<file path="src/rtl/dmi_lock_gate.sv">
// dmi_lock_gate
//   Core-clock gate between the JTAG DTM CDC and the debug module's DMI port.
//   It enforces the password lock: while locked, only dmstatus reads reach the
//   debug module, and every other access gets a local error response. Each
//   debug-module transaction is bounded by a timeout, so a hung DM cannot
//   wedge the DTM. At most one transaction is outstanding at a time.
//
// Ports
//   clk_i, rst_ni           clock, synchronous active-low reset
//   jtag_unlock_i           unlock level from the DTM (asynchronous)
//   up_req_*                request channel from the DTM  {addr[6:0], op[1:0], data[31:0]}
//   up_resp_*               response channel to the DTM   {data[31:0], resp[1:0]}
//   dm_req_*                request channel to the debug module
//   dm_resp_*               response channel from the debug module
//   unlocked_o              synchronized unlock status
//   reject_cnt_o            saturating count of locally rejected accesses
//   timeout_o               one-cycle pulse on each transaction timeout
module dmi_lock_gate #(
   parameter logic [6:0] StatusAddr    = 7'h11,
   parameter int         TimeoutCycles = 1024,
   parameter int         RejCntWidth   = 8
) (
   input  logic                   clk_i,
   input  logic                   rst_ni,
   input  logic                   jtag_unlock_i,
   input  logic [40:0]            up_req_i,
   input  logic                   up_req_valid_i,
   output logic                   up_req_ready_o,
   output logic [33:0]            up_resp_o,
   output logic                   up_resp_valid_o,
   input  logic                   up_resp_ready_i,
   output logic [40:0]            dm_req_o,
   output logic                   dm_req_valid_o,
   input  logic                   dm_req_ready_i,
   input  logic [33:0]            dm_resp_i,
   input  logic                   dm_resp_valid_i,
   output logic                   dm_resp_ready_o,
   output logic                   unlocked_o,
   output logic [RejCntWidth-1:0] reject_cnt_o,
   output logic                   timeout_o
);

   localparam int TW = $clog2(TimeoutCycles + 1);
   localparam logic [TW-1:0] TMO_LAST = TW'(TimeoutCycles - 1);

   // The local-response step is folded into the acceptance edge: the
   // response register is loaded as the request is accepted, so a local
   // reply is visible on the very next cycle.
   typedef enum logic [2:0] {
      S_IDLE, S_FWD, S_WAIT, S_RESP, S_DRAIN
   } state_t;

   state_t                 r_state, w_next;
   logic                   r_sync1, r_sync2;
   logic [40:0]            r_req;
   logic [33:0]            r_resp;
   logic                   r_drain;
   logic [TW-1:0]          r_timer;
   logic [RejCntWidth-1:0] r_rej;

   logic [1:0] w_op;
   logic [6:0] w_addr;
   logic       w_nop, w_fwd, w_rej, w_accept, w_tmo_hit, w_timeout;

   // Classification of the incoming request; the lock state is sampled only
   // here, so unlock changes never affect an in-flight transaction.
   assign w_addr    = up_req_i[40:34];
   assign w_op      = up_req_i[33:32];
   assign w_nop     = (w_op == 2'd0) || (w_op == 2'd3);
   assign w_fwd     = !w_nop && (r_sync2 || (w_op == 2'd1 && w_addr == StatusAddr));
   assign w_rej     = !w_nop && !w_fwd;
   assign w_accept  = up_req_valid_i && (r_state == S_IDLE);
   assign w_tmo_hit = (r_timer == TMO_LAST);
   // A response arriving in the terminal cycle wins over the timeout.
   assign w_timeout = (r_state == S_WAIT) && w_tmo_hit && !dm_resp_valid_i;

   // State register
   always_ff @(posedge clk_i) begin
      if (!rst_ni) r_state <= S_IDLE;
      else         r_state <= w_next;
   end

   // Next-state logic
   always_comb begin
      w_next = r_state;
      unique case (r_state)
         S_IDLE:  if (up_req_valid_i) w_next = w_fwd ? S_FWD : S_RESP;
         S_FWD:   if (dm_req_ready_i) w_next = S_WAIT;
         S_WAIT:  if (dm_resp_valid_i || w_tmo_hit) w_next = S_RESP;
         S_RESP:  if (up_resp_ready_i) w_next = r_drain ? S_DRAIN : S_IDLE;
         S_DRAIN: if (dm_resp_valid_i || w_tmo_hit) w_next = S_IDLE;
         default: w_next = S_IDLE;
      endcase
   end

   // Outputs
   always_comb begin
      up_req_ready_o  = (r_state == S_IDLE);
      dm_req_valid_o  = (r_state == S_FWD);
      dm_resp_ready_o = (r_state == S_WAIT) || (r_state == S_DRAIN);
      up_resp_valid_o = (r_state == S_RESP);
      timeout_o       = w_timeout;
      up_resp_o       = r_resp;
      dm_req_o        = r_req;
      unlocked_o      = r_sync2;
      reject_cnt_o    = r_rej;
   end

   // Datapath registers
   always_ff @(posedge clk_i) begin
      if (!rst_ni) begin
         r_sync1 <= 1'b0;
         r_sync2 <= 1'b0;
         r_req   <= '0;
         r_resp  <= '0;
         r_drain <= 1'b0;
         r_timer <= '0;
         r_rej   <= '0;
      end else begin
         r_sync1 <= jtag_unlock_i;
         r_sync2 <= r_sync1;

         if (w_accept) begin
            r_req <= up_req_i;
            if (!w_fwd) r_resp <= w_rej ? {32'h0, 2'd2} : 34'h0;
            if (w_rej && r_rej != '1) r_rej <= r_rej + RejCntWidth'(1);
         end

         if (r_state == S_WAIT) begin
            if (dm_resp_valid_i) begin
               r_resp <= dm_resp_i;
            end else if (w_tmo_hit) begin
               r_resp  <= {32'h0, 2'd3};
               r_drain <= 1'b1;
            end
         end

         if (r_state == S_RESP && up_resp_ready_i) r_drain <= 1'b0;

         // Timer runs only while waiting on the DM (WaitResp, Drain); it is
         // zero on entry to either and holds at its terminal value.
         if (r_state == S_WAIT || r_state == S_DRAIN) begin
            if (r_timer != TW'(TimeoutCycles)) r_timer <= r_timer + TW'(1);
         end else begin
            r_timer <= '0;
         end
      end
   end

endmodule

</file>
<file path="config.mk">
export PLATFORM = sky130hd
export DESIGN_NAME = dmi_lock_gate
export DESIGN_NICKNAME = d
export VERILOG_FILES = /design/src/rtl/dmi_lock_gate.sv
export SDC_FILE = /design/constraint.sdc
export NUM_CORES = 1
export LEC_CHECK = 0
export BUFFER_PORTS_ARGS = -buffer_cell sky130_fd_sc_hd__buf_2
export CAP_MARGIN = 20
export CORE_ASPECT_RATIO = 0.9
export CORE_MARGIN = 4
export CORE_UTILIZATION = 50
export CTS_CLUSTER_SIZE = 30
export DETAILED_ROUTE_END_ITERATION = 12
export HOLD_SLACK_MARGIN = 0.02
export PLACE_DENSITY = 0.85
export SLEW_MARGIN = 40
export SYNTH_ARGS = -nofsm -noshare
export SYNTH_HDL_FRONTEND = slang
export SYNTH_SLANG_ARGS = --single-unit
</file>
<file path="constraint.sdc">
create_clock -name clk_i -period 3.65 [get_ports clk_i]
set_input_delay 0.365 -clock clk_i [delete_from_list [all_inputs] [get_ports clk_i]]
set_output_delay 0.365 -clock clk_i [all_outputs]
set_load 0.1 [all_outputs]
</file>
==> results.yml, run 1 <==
place:
  pre_cts_ws_ns: 1.01
  dp_hpwl_um: 7350
  dp.cells: 656
  gp_congestion: 0.873
  placed_area_sq_mm: 0.00466
  numPortBuffers: 170
cells_and_area:
  area_growth_pct: 30.0
  utilization_pct: 67.9
  fin_area_sq_mm: 0.00485
  num_antenna_cells: 0
  drive_gt1_share_pct: 34.1
  nets: 660
  layout.cells.non_filler: 671
clock_network:
  tritoncts: "built"
  clock_latency_ns: 0.35
  cts_buffers: 9
  clkTransAtPathRegs_ns: 0.09
  cts-htree-levels: 3
  clk_path_buf_depth: 2
  cts_resized: 0
  cts_hold_repair.buffers: 0
  root_buffer: "clkbuf_8"
  cts_num_sinks: 100
  postCtsSetupBuffers: 0
global_routing:
  grt_antenna_before_repair: 1
  grtUsageMet2_pct: 34.3
  grt_max_degree: 42
  grtUsageMet1_pct: 28.5
  grt_pass1_wl_um: 15800
  grt_overflow: 0
  top_usage_layer: "met2"
  grtUsageMet3_pct: 5.88
  grt_usage_pct: 21.5
  grt_pass1_vias: 3327
setup_path:
  required_ns: 3.93
  arrival_ns: 2.97
  path_class: "flip-flop to flip-flop"
  end_kind: "flip-flop"
  cp-start-kind: "flip-flop"
  reg2reg_from: "r_state[2]"
  startpoint: "r_state[2]"
  critPathMaxFanout: 40
floorplan:
  ios: 171
  rows: 29
  die_y_um: 90.0
  die_x_um: 99.1
  start_util_pct: 52.2
  die_area_sq_mm: 0.00891
  coreArea_sq_mm: 0.00715
synth:
  yosysWarningCount: 0
  synth_flop_cell: "dfxtp_1"
  synth_cell_types: 39
  yosysSeqAreaShare_pct: 53.6
  async_flop_share_pct: 0
  synth_fp_nets: 500
  synth_edf_count: 0
  syn_avg_cell_area_sq_um: 9.02
  ys_ff_latch: 100
  synthCells: 414
  synth_area_sq_mm: 0.00373
route:
  drtIter0Drc: 113
  drt_first_pass_iters: 5
  routedWlPerCell_um: 14.7
  routed_wl_um: 9850
  vias_per_cell: 5.31
  antenna_left: 0
  num_vias: 3565
  drc: 0
pwr:
  p_leak_nw: 2.20
  swShare_pct: 41.2
  seq_power_share_pct: 43.6
  irDropWorstVdd_mv: 0.285
  power.density_mw_per_mm2: 573
  clock_power_share_pct: 24.4
  p_int_mw: 1.64
  power_switching_mw: 1.15
  power.share.combinational_pct: 32.0
sta:
  period_minus_slack_ns: 2.69
  setup_violations: 0
  relSlewSlack_pct: 52.6
  hold_viol: 0
  worst_pin_slew_ns: 0.707
  drv_slew: 0
  post-route-period-util_pct: 73.6
  fmax_ghz: 0.372
  fin_tns_setup_ns: 0
  clock_skew_ns: 0.0135
  rsz0062_at_grt: "false"
  fin_ws_ns: 0.963
min_path:
  min_path_type: "input pin to flip-flop"
  min_from: "jtag_unlock_i"
run_status:
  status: "finished, final reports clean"
job:
  maxCapViolations: 0
-- through the flow --
| stage | total power [mW] | hold slack (ns) |
|---|---|---|
| floorplan | 1.95 | 0.412 |
| global placement | 2.12 | 0.421 |
| detailed placement | 2.13 | 0.431 |
| CTS | 2.80 | 0.204 |
| global route | 2.90 | 0.200 |
| finish | 2.78 | 0.219 |
-- layer usage --
layer,up-vias,wire length [um]
met1,1628,4220
li1,1765,-
met5,-,7
met3,12,918
met4,2,125
met2,158,4580
-- worst paths after layout --
check / endpoint / slack (ns) / cells past startpoint
hold reg to reg: unlocked_o / 0.45 / 1
hold / removal: r_sync1 / 0.22 / 2
setup / recovery: reject_cnt_o[3] / 0.96 / 5
setup reg to reg: reject_cnt_o[3] / 0.96 / 5
-- sequential cells by signal (all words and copies together), names as in the netlist --
name / flops
r_state: 3
reject_cnt_o: 8
r_sync1: 1
r_drain: 1
unlocked_o: 1
up_resp_o: 34
dm_req_o: 41
r_timer: 11
-- worst max-delay path, stage by stage, from the launching register on --
cell and delay, ns:
dfxtp_1 0.44, or4b_1 0.65, buf_4 0.30, a2111o_1 0.53, or4_1 0.56, a21oi_1 0.15
-- logic make-up after synthesis --
group | count (synthesis) | synth area share, %
AO/OA/AOI/OAI | 102 | 18.4
XOR/XNOR | 10 | 2.35
adder cells (fa/ha/maj) | 4 | 1.34
buffers and inverters | 35 | 3.55
flip-flops | 100 | 53.6
multiplexers | 3 | 0.805
AND/OR/NAND/NOR | 160 | 19.9
-- cell usage after synthesis (2+ instances only) --
| cell type | number | share of area (%) |
|---|---|---|
| nand2_1 | 92 | 9.3 |
| or4_1 | 4 | 0.80 |
| nand3b_1 | 3 | 0.60 |
| inv_1 | 8 | 0.80 |
| nand4_1 | 5 | 0.84 |
| o41ai_1 | 2 | 0.47 |
| and2_1 | 4 | 0.67 |
| xor2_1 | 5 | 1.2 |
| dfxtp_1 | 100 | 54 |
| nor2_1 | 17 | 1.7 |
| a21oi_1 | 49 | 6.6 |
| o31ai_1 | 5 | 1.0 |
| nor4_1 | 3 | 0.50 |
| nor4b_1 | 3 | 0.70 |
| o21ai_0 | 5 | 0.67 |
| nor3b_1 | 3 | 0.60 |
| clkbuf_1 | 26 | 2.6 |
| a22o_1 | 32 | 7.5 |
| a211oi_1 | 3 | 0.60 |
| nor3_1 | 6 | 0.80 |
| ha_1 | 4 | 1.3 |
| and3_1 | 4 | 0.67 |
| xnor2_1 | 5 | 1.2 |
| nand3_1 | 9 | 1.2 |
| mux2i_1 | 3 | 0.80 |
-- power groups by stage --
stage	Clock [mW]	Sequential, mW	Combinational (mW)
2_1_floorplan	0	1.69	0.260
3_3_place_gp	0	1.24	0.883
3_5_place_dp	0	1.24	0.893
4_1_cts	0.697	1.21	0.894
5_1_grt	0.740	1.22	0.935
6_report	0.678	1.21	0.890
-- placed cells by master (no fill, tap or decap), drive strengths merged, types with 5 or more instances in the layout --
| master | synthesis | routed |
|---|---|---|
| buf | 1 | 176 |
| o21ai | 5 | 5 |
| a22o | 32 | 32 |
| o31ai | 5 | 5 |
| xnor2 | 5 | 5 |
| xor2 | 5 | 5 |
| dfxtp | 100 | 100 |
| nand4 | 5 | 5 |
| a21oi | 49 | 49 |
| nand2 | 92 | 92 |
| nor2 | 17 | 17 |
| nand3 | 9 | 9 |
| inv | 8 | 8 |
| clkbuf | 26 | 9 |
| nor3 | 6 | 6 |
-- final cells by class --
cell class	instances	area, sq um
Timing Repair Buffer	176	896
Sequential cell	100	2000
Fill cell	575	2290
Multi-Input combinational cell	279	1620
Inverter	8	30.0
Clock buffer	9	124
Clock inverter	6	66.3
Tap cell	93	116
No activity file was read; power rests on OpenSTA's default activity.
==> run 2: changes to the inputs <==
--- a/config.mk
+++ b/config.mk
@@ -5,15 +5,16 @@
 export SDC_FILE = /design/constraint.sdc
 export NUM_CORES = 1
 export LEC_CHECK = 0
+export ABC_AREA = 1
 export BUFFER_PORTS_ARGS = -buffer_cell sky130_fd_sc_hd__buf_2
 export CAP_MARGIN = 20
 export CORE_ASPECT_RATIO = 0.9
 export CORE_MARGIN = 4
-export CORE_UTILIZATION = 50
+export CORE_UTILIZATION = 43
 export CTS_CLUSTER_SIZE = 30
 export DETAILED_ROUTE_END_ITERATION = 12
 export HOLD_SLACK_MARGIN = 0.02
-export PLACE_DENSITY = 0.85
+export PLACE_DENSITY = 0.76
 export SLEW_MARGIN = 40
 export SYNTH_ARGS = -nofsm -noshare
 export SYNTH_HDL_FRONTEND = slang
==> constraint.sdc (replaced) <==
create_clock -name clk_i -period 2.3 [get_ports clk_i]
set_input_delay 0.23 -clock clk_i [delete_from_list [all_inputs] [get_ports clk_i]]
set_output_delay 0.23 -clock clk_i [all_outputs]
set_load 0.1 [all_outputs]
==> results.yml, run 2 <==
run_status:
  status: "finished, final reports clean"
clock_network:
  cts_num_sinks: 100
  cts_buffers: 9
  tritoncts: "built"
  clkTransAtPathRegs_ns: 0.09
  clk_path_buf_depth: 2
  clock_latency_ns: 0.34
  cts-htree-levels: 3
  cts_hold_repair.buffers: 0
  postCtsSetupBuffers: 0
  root_buffer: "clkbuf_8"
place:
  gp_congestion: 0.814
  dp_hpwl_um: 7770
  pre_cts_ws_ns: 0.272
  dp.cells: 813
  numPortBuffers: 170
setup_path:
  path_class: "flip-flop to output pin"
  cp-start-kind: "flip-flop"
  critPathMaxFanout: 5
  required_ns: 2.07
  end_kind: "output pin"
  arrival_ns: 1.87
  rr_worst_depth: 8
cells_and_area:
  utilization_pct: 56.9
  layout.cells.non_filler: 829
  multiInputGateArea_sq_mm: 0.00176
  final_common_cell: "buf_2"
  num_antenna_cells: 0
  drive_gt1_share_pct: 29.4
  layout_common_cells: "169 x buf_2, 159 x nand2_1, 98 x dfxtp_1"
  largest_register_ffs: 41
  area_growth_pct: 28.9
  fill_cells: 875
  nets: 788
  regArea_sq_mm: 0.00200
min_path:
  min_path_type: "input pin to flip-flop"
  worstHoldPathCells: 3
route:
  routed_wl_um: 10500
  routedWlPerCell_um: 12.7
  num_vias: 4033
  vias_per_cell: 4.86
  drt_first_pass_iters: 4
  drtIter0Drc: 200
  drc: 0
  antenna_left: 0
pwr:
  power.share.combinational_pct: 51.6
  power_switching_mw: 3.68
  irDropWorstVdd_mv: 0.638
  seq_power_share_pct: 32.3
  p_int_mw: 3.08
  swShare_pct: 54.5
  p_leak_nw: 2.38
  clock_power_share_pct: 16.0
  power.density_mw_per_mm2: 1310
synth:
  synth_fp_nets: 628
  synthCells: 542
  yosysSeqAreaShare_pct: 49.9
  synth_edf_count: 0
  synth.top_cell.area_share_pct: 49.9
  synth_largest_area_cell: "dfxtp_1"
  yosysWarningCount: 0
  synth_most_common_cell: "nand2_1"
  synth_common_cells: "159 x nand2_1, 100 x dfxtp_1, 93 x a21oi_1"
  synth_flop_cell: "dfxtp_1"
  async_flop_share_pct: 0
  syn_avg_cell_area_sq_um: 7.40
  synth_area_sq_mm: 0.00401
  ys_ff_latch: 100
  synth_cell_types: 26
  synth_area_leaders: "dfxtp_1 50%, nand2_1 15%, a21oi_1 12%"
sta:
  drv_slew: 0
  clock_skew_ns: 0.0139
  hold_viol: 0
  period_minus_slack_ns: 2.10
  fin_ws_ns: 0.203
  fmax_ghz: 0.477
  worst_pin_slew_ns: 0.633
  post-route-period-util_pct: 91.2
  fin_tns_setup_ns: 0
  relSlewSlack_pct: 57.6
  setup_violations: 0
global_routing:
  grt_pass1_wl_um: 16900
  grt_pass1_vias: 3809
  grt_overflow: 0
  grt_antenna_before_repair: 0
  grt_usage_pct: 19.0
  grt_max_degree: 52
floorplan:
  die_x_um: 110
  die_area_sq_mm: 0.0109
  die_y_um: 99.6
  start_util_pct: 44.1
  ios: 171
  coreArea_sq_mm: 0.00908
  rows: 33
job:
  maxCapViolations: 0
## run 2: cell families (layout without fill, tap and decap cells)
| group | Yosys count | count (layout) | synth area share (%) |
|---|---|---|---|
| adders and majority gates | 4 | 4 | 1.25 |
| buffers and inverters | 67 | 232 | 6.68 |
| and+or+nand+nor | 258 | 258 | 27.6 |
| AOI/OAI and AO/OA | 109 | 109 | 13.7 |
| DFF | 100 | 100 | 49.9 |
| xor gates and xnor gates | 4 | 4 | 0.874 |
## run 2: final timing paths
check	from	to	slack (ns)
setup / recovery	r_timer[1]	timeout_o	0.20
hold / removal	jtag_unlock_i	r_sync1	0.07
setup reg to reg	r_timer[1]	up_resp_o[22]	0.30
hold reg to reg	r_sync1	unlocked_o	0.42
## run 2: layer usage
metal / part of all wire, % / up-vias / GRT usage (%)
met1: 41 / 1809 / 21.6
met4: 1.2 / 0 / 4.89
met3: 9.7 / 8 / 7.01
met5: 0 / - / 0
li1: - / 2072 / -
met2: 49 / 144 / 33.3
## run 2: layout make-up
cell class / instances / area share (%)
Sequential cell: 100 / 38.8
Multi-Input combinational cell: 375 / 34.0
Timing Repair Buffer: 175 / 17.5
Inverter: 41 / 2.98
Tap cell: 122 / 2.95
Clock buffer: 10 / 2.47
Clock inverter: 6 / 1.26
## run 2: repair_timing
action	CTS	global route
endpoints found under the hold margin	0	0
endpoints found under the setup margin	1	1
gates resized for setup	1	2
## run 2: power by group through the flow
stage          clock [mW]  combinational (mW)  sequential, mW
3_5_place_dp            0                3.51            2.22
6_report             1.08                3.49            2.19
3_3_place_gp            0                3.47            2.21
2_1_floorplan           0                1.18            3.96
5_1_grt              1.21                3.70            2.22
4_1_cts              1.13                3.51            2.18
## run 2: worst max-delay path: stages, from the launching register on
cell     delay [ns]
dfxtp_1        0.40
ha_1           0.19
nand2_1        0.11
nor3_2         0.26
nand3_1        0.18
nor3_4         0.15
buf_6          0.24
## run 2: metrics by stage
stage          total power [mW]  hold slack [ns]  instance area (sq um)
2_1_floorplan              5.14            0.328                   4030
3_3_place_gp               5.68            0.402                   4970
3_5_place_dp               5.73            0.402                   4970
4_1_cts                    6.83           0.0496                   5160
5_1_grt                    7.13           0.0555                   5170
6_report                   6.76           0.0730                   5170
==> run 3: changes to the inputs <==
--- a/config.mk
+++ b/config.mk
@@ -13,7 +13,8 @@
 export CORE_UTILIZATION = 43
 export CTS_CLUSTER_SIZE = 30
 export DETAILED_ROUTE_END_ITERATION = 12
-export HOLD_SLACK_MARGIN = 0.02
+export GPL_ROUTABILITY_DRIVEN = 0
+export HOLD_SLACK_MARGIN = 0.12
 export PLACE_DENSITY = 0.76
 export SLEW_MARGIN = 40
 export SYNTH_ARGS = -nofsm -noshare
==> constraint.sdc (replaced) <==
create_clock -name clk_i -period 2.3 [get_ports clk_i]
set_input_delay 0.46 -clock clk_i [delete_from_list [all_inputs] [get_ports clk_i]]
set_output_delay 0.46 -clock clk_i [all_outputs]
set_load 0.1 [all_outputs]
==> results.yml, run 3 (synthesized netlist as in run 2, its figures left out) <==
floorplan:
  die_y_um: 99.6
  die_x_um: 110
  coreArea_sq_mm: 0.00908
  start_util_pct: 44.1
  rows: 33
  ios: 171
  die_area_sq_mm: 0.0109
route:
  vias_per_cell: 4.93
  num_vias: 4085
  routedWlPerCell_um: 12.8
  drt_first_pass_iters: 4
  antenna_left: 0
  routed_wl_um: 10600
  drtIter0Drc: 229
  drc: 0
setup_path:
  max_stage_delay_ns: 0.41
  crit_path_cell_trace: "ha_1 -> nand2_1 -> nor3_4 -> nand3_2 -> nor3_4 -> buf_12"
  end_kind: "output pin"
  arrival_ns: 1.78
  worst_path_most_repeated_cell: "nor3_4"
  cp_num_buf_inv: 1
  critical-path-top-delay-family: "simple AND/OR/NAND/NOR gates"
  rr_worst_depth: 8
  required_ns: 1.84
  path_class: "flip-flop to output pin"
  critPathMaxFanout: 5
  worstSetupPathDepth: 6
  critPathSlowestCell: "dfxtp_1"
  cp-start-kind: "flip-flop"
global_routing:
  grt_max_degree: 74
  grt_antenna_before_repair: 0
  grt_usage_pct: 19.4
  grt_pass1_wl_um: 17300
  grt_pass1_vias: 3929
  grt_overflow: 0
clock_network:
  cts_num_sinks: 100
  tritoncts: "built"
  clock_latency_ns: 0.35
  clk_path_buf_depth: 2
  cts_hold_repair.buffers: 0
  cts-htree-levels: 3
  clkTransAtPathRegs_ns: 0.10
  cts_buffers: 9
  root_buffer: "clkbuf_8"
pwr:
  clock_power_share_pct: 15.4
  seq_power_share_pct: 32.4
  irDropWorstVdd_mv: 0.592
  power.density_mw_per_mm2: 1300
  power_switching_mw: 3.72
  p_int_mw: 3.01
  p_leak_nw: 2.41
  power.share.combinational_pct: 52.2
  swShare_pct: 55.3
sta:
  fin_ws_ns: 0.0628
  setup_violations: 0
  fmax_ghz: 0.447
  worst_pin_slew_ns: 0.660
  period_minus_slack_ns: 2.24
  rsz0062_at_grt: "true"
  hold_viol: 0
  drv_slew: 0
  relSlewSlack_pct: 55.8
  post-route-period-util_pct: 97.3
  clock_skew_ns: 0.0128
min_path:
  worstHoldPathCells: 3
  min_path_type: "input pin to flip-flop"
cells_and_area:
  num_antenna_cells: 0
  nets: 788
  largest_register_ffs: 41
  final_common_cell: "buf_2"
  drive_gt1_share_pct: 29.7
  area_growth_pct: 29.5
  layout_common_cells: "168 x buf_2, 159 x nand2_1, 98 x dfxtp_1"
  fill_cells: 885
  utilization_pct: 57.2
place:
  numPortBuffers: 170
  pre_cts_ws_ns: 0.244
  dp_hpwl_um: 7700
run_status:
  status: "finished, final reports clean"
job:
  maxCapViolations: 0
run 3: worst reg2reg max path, delay by kind of cell (launching register included):
kind / cells / cell delay [ns]
fa+ha+maj: 1 / 0.19
compound gates: 1 / 0.09
simple gates: 6 / 1.26
flops: 1 / 0.41
run 3: repair_timing:
| action | CTS | global route |
|---|---|---|
| resized for setup | 1 | 3 |
| setup endpoints to repair | 1 | 2 |
| buffers inserted | 0 | 0 |
| pin swaps | 1 | 0 |
run 3: power by group through the flow:
stage | clock, mW | combinational [mW] | sequential (mW)
3_5_place_dp | 0 | 3.53 | 2.22
2_1_floorplan | 0 | 1.18 | 3.96
5_1_grt | 1.14 | 3.72 | 2.22
3_3_place_gp | 0 | 3.49 | 2.21
6_report | 1.04 | 3.51 | 2.18
4_1_cts | 1.09 | 3.53 | 2.18
run 3: per-layer routing:
layer  track usage [%]  share of wire (%)  vias to the layer above
li1                  -                  -                     2074
met1              21.8                 41                     1851
met2              34.0                 48                      145
met3              6.88                9.3                       15
met4              5.75                1.5                        0
met5                 0                  0                        -
run 3: through the flow:
stage	instances	total power, mW	TNS [ns]	hold slack (ns)	area, sq um
after floorplan	542	5.14	-0.0253	0.390	4030
after CTS	829	6.80	0	0.276	5180
after global placement	813	5.69	0	0.401	4990
final	829	6.73	0	0.296	5190
after detailed placement	813	5.75	0	0.401	4990
after global routing	829	7.09	-0.0474	0.296	5190
run 3: layout make-up:
class                   instances  area [sq um]  share of cell area [%]
clock buffers                   9           124                    2.39
inverters                      41           154                    2.96
multi-input cells             375          1770                    34.1
clock inverters                 7          56.3                    1.08
flip-flops and latches        100          2000                    38.6
repair buffers                175           931                    17.9
well taps                     122           153                    2.94
run 3: final timing paths:
path,endpoint,slack (ns),start
max,timeout_o,0.06,r_timer[0]
min reg2reg,unlocked_o,0.43,r_sync1
min,r_sync1,0.30,jtag_unlock_i
max reg2reg,up_resp_o[17],0.23,r_timer[0]
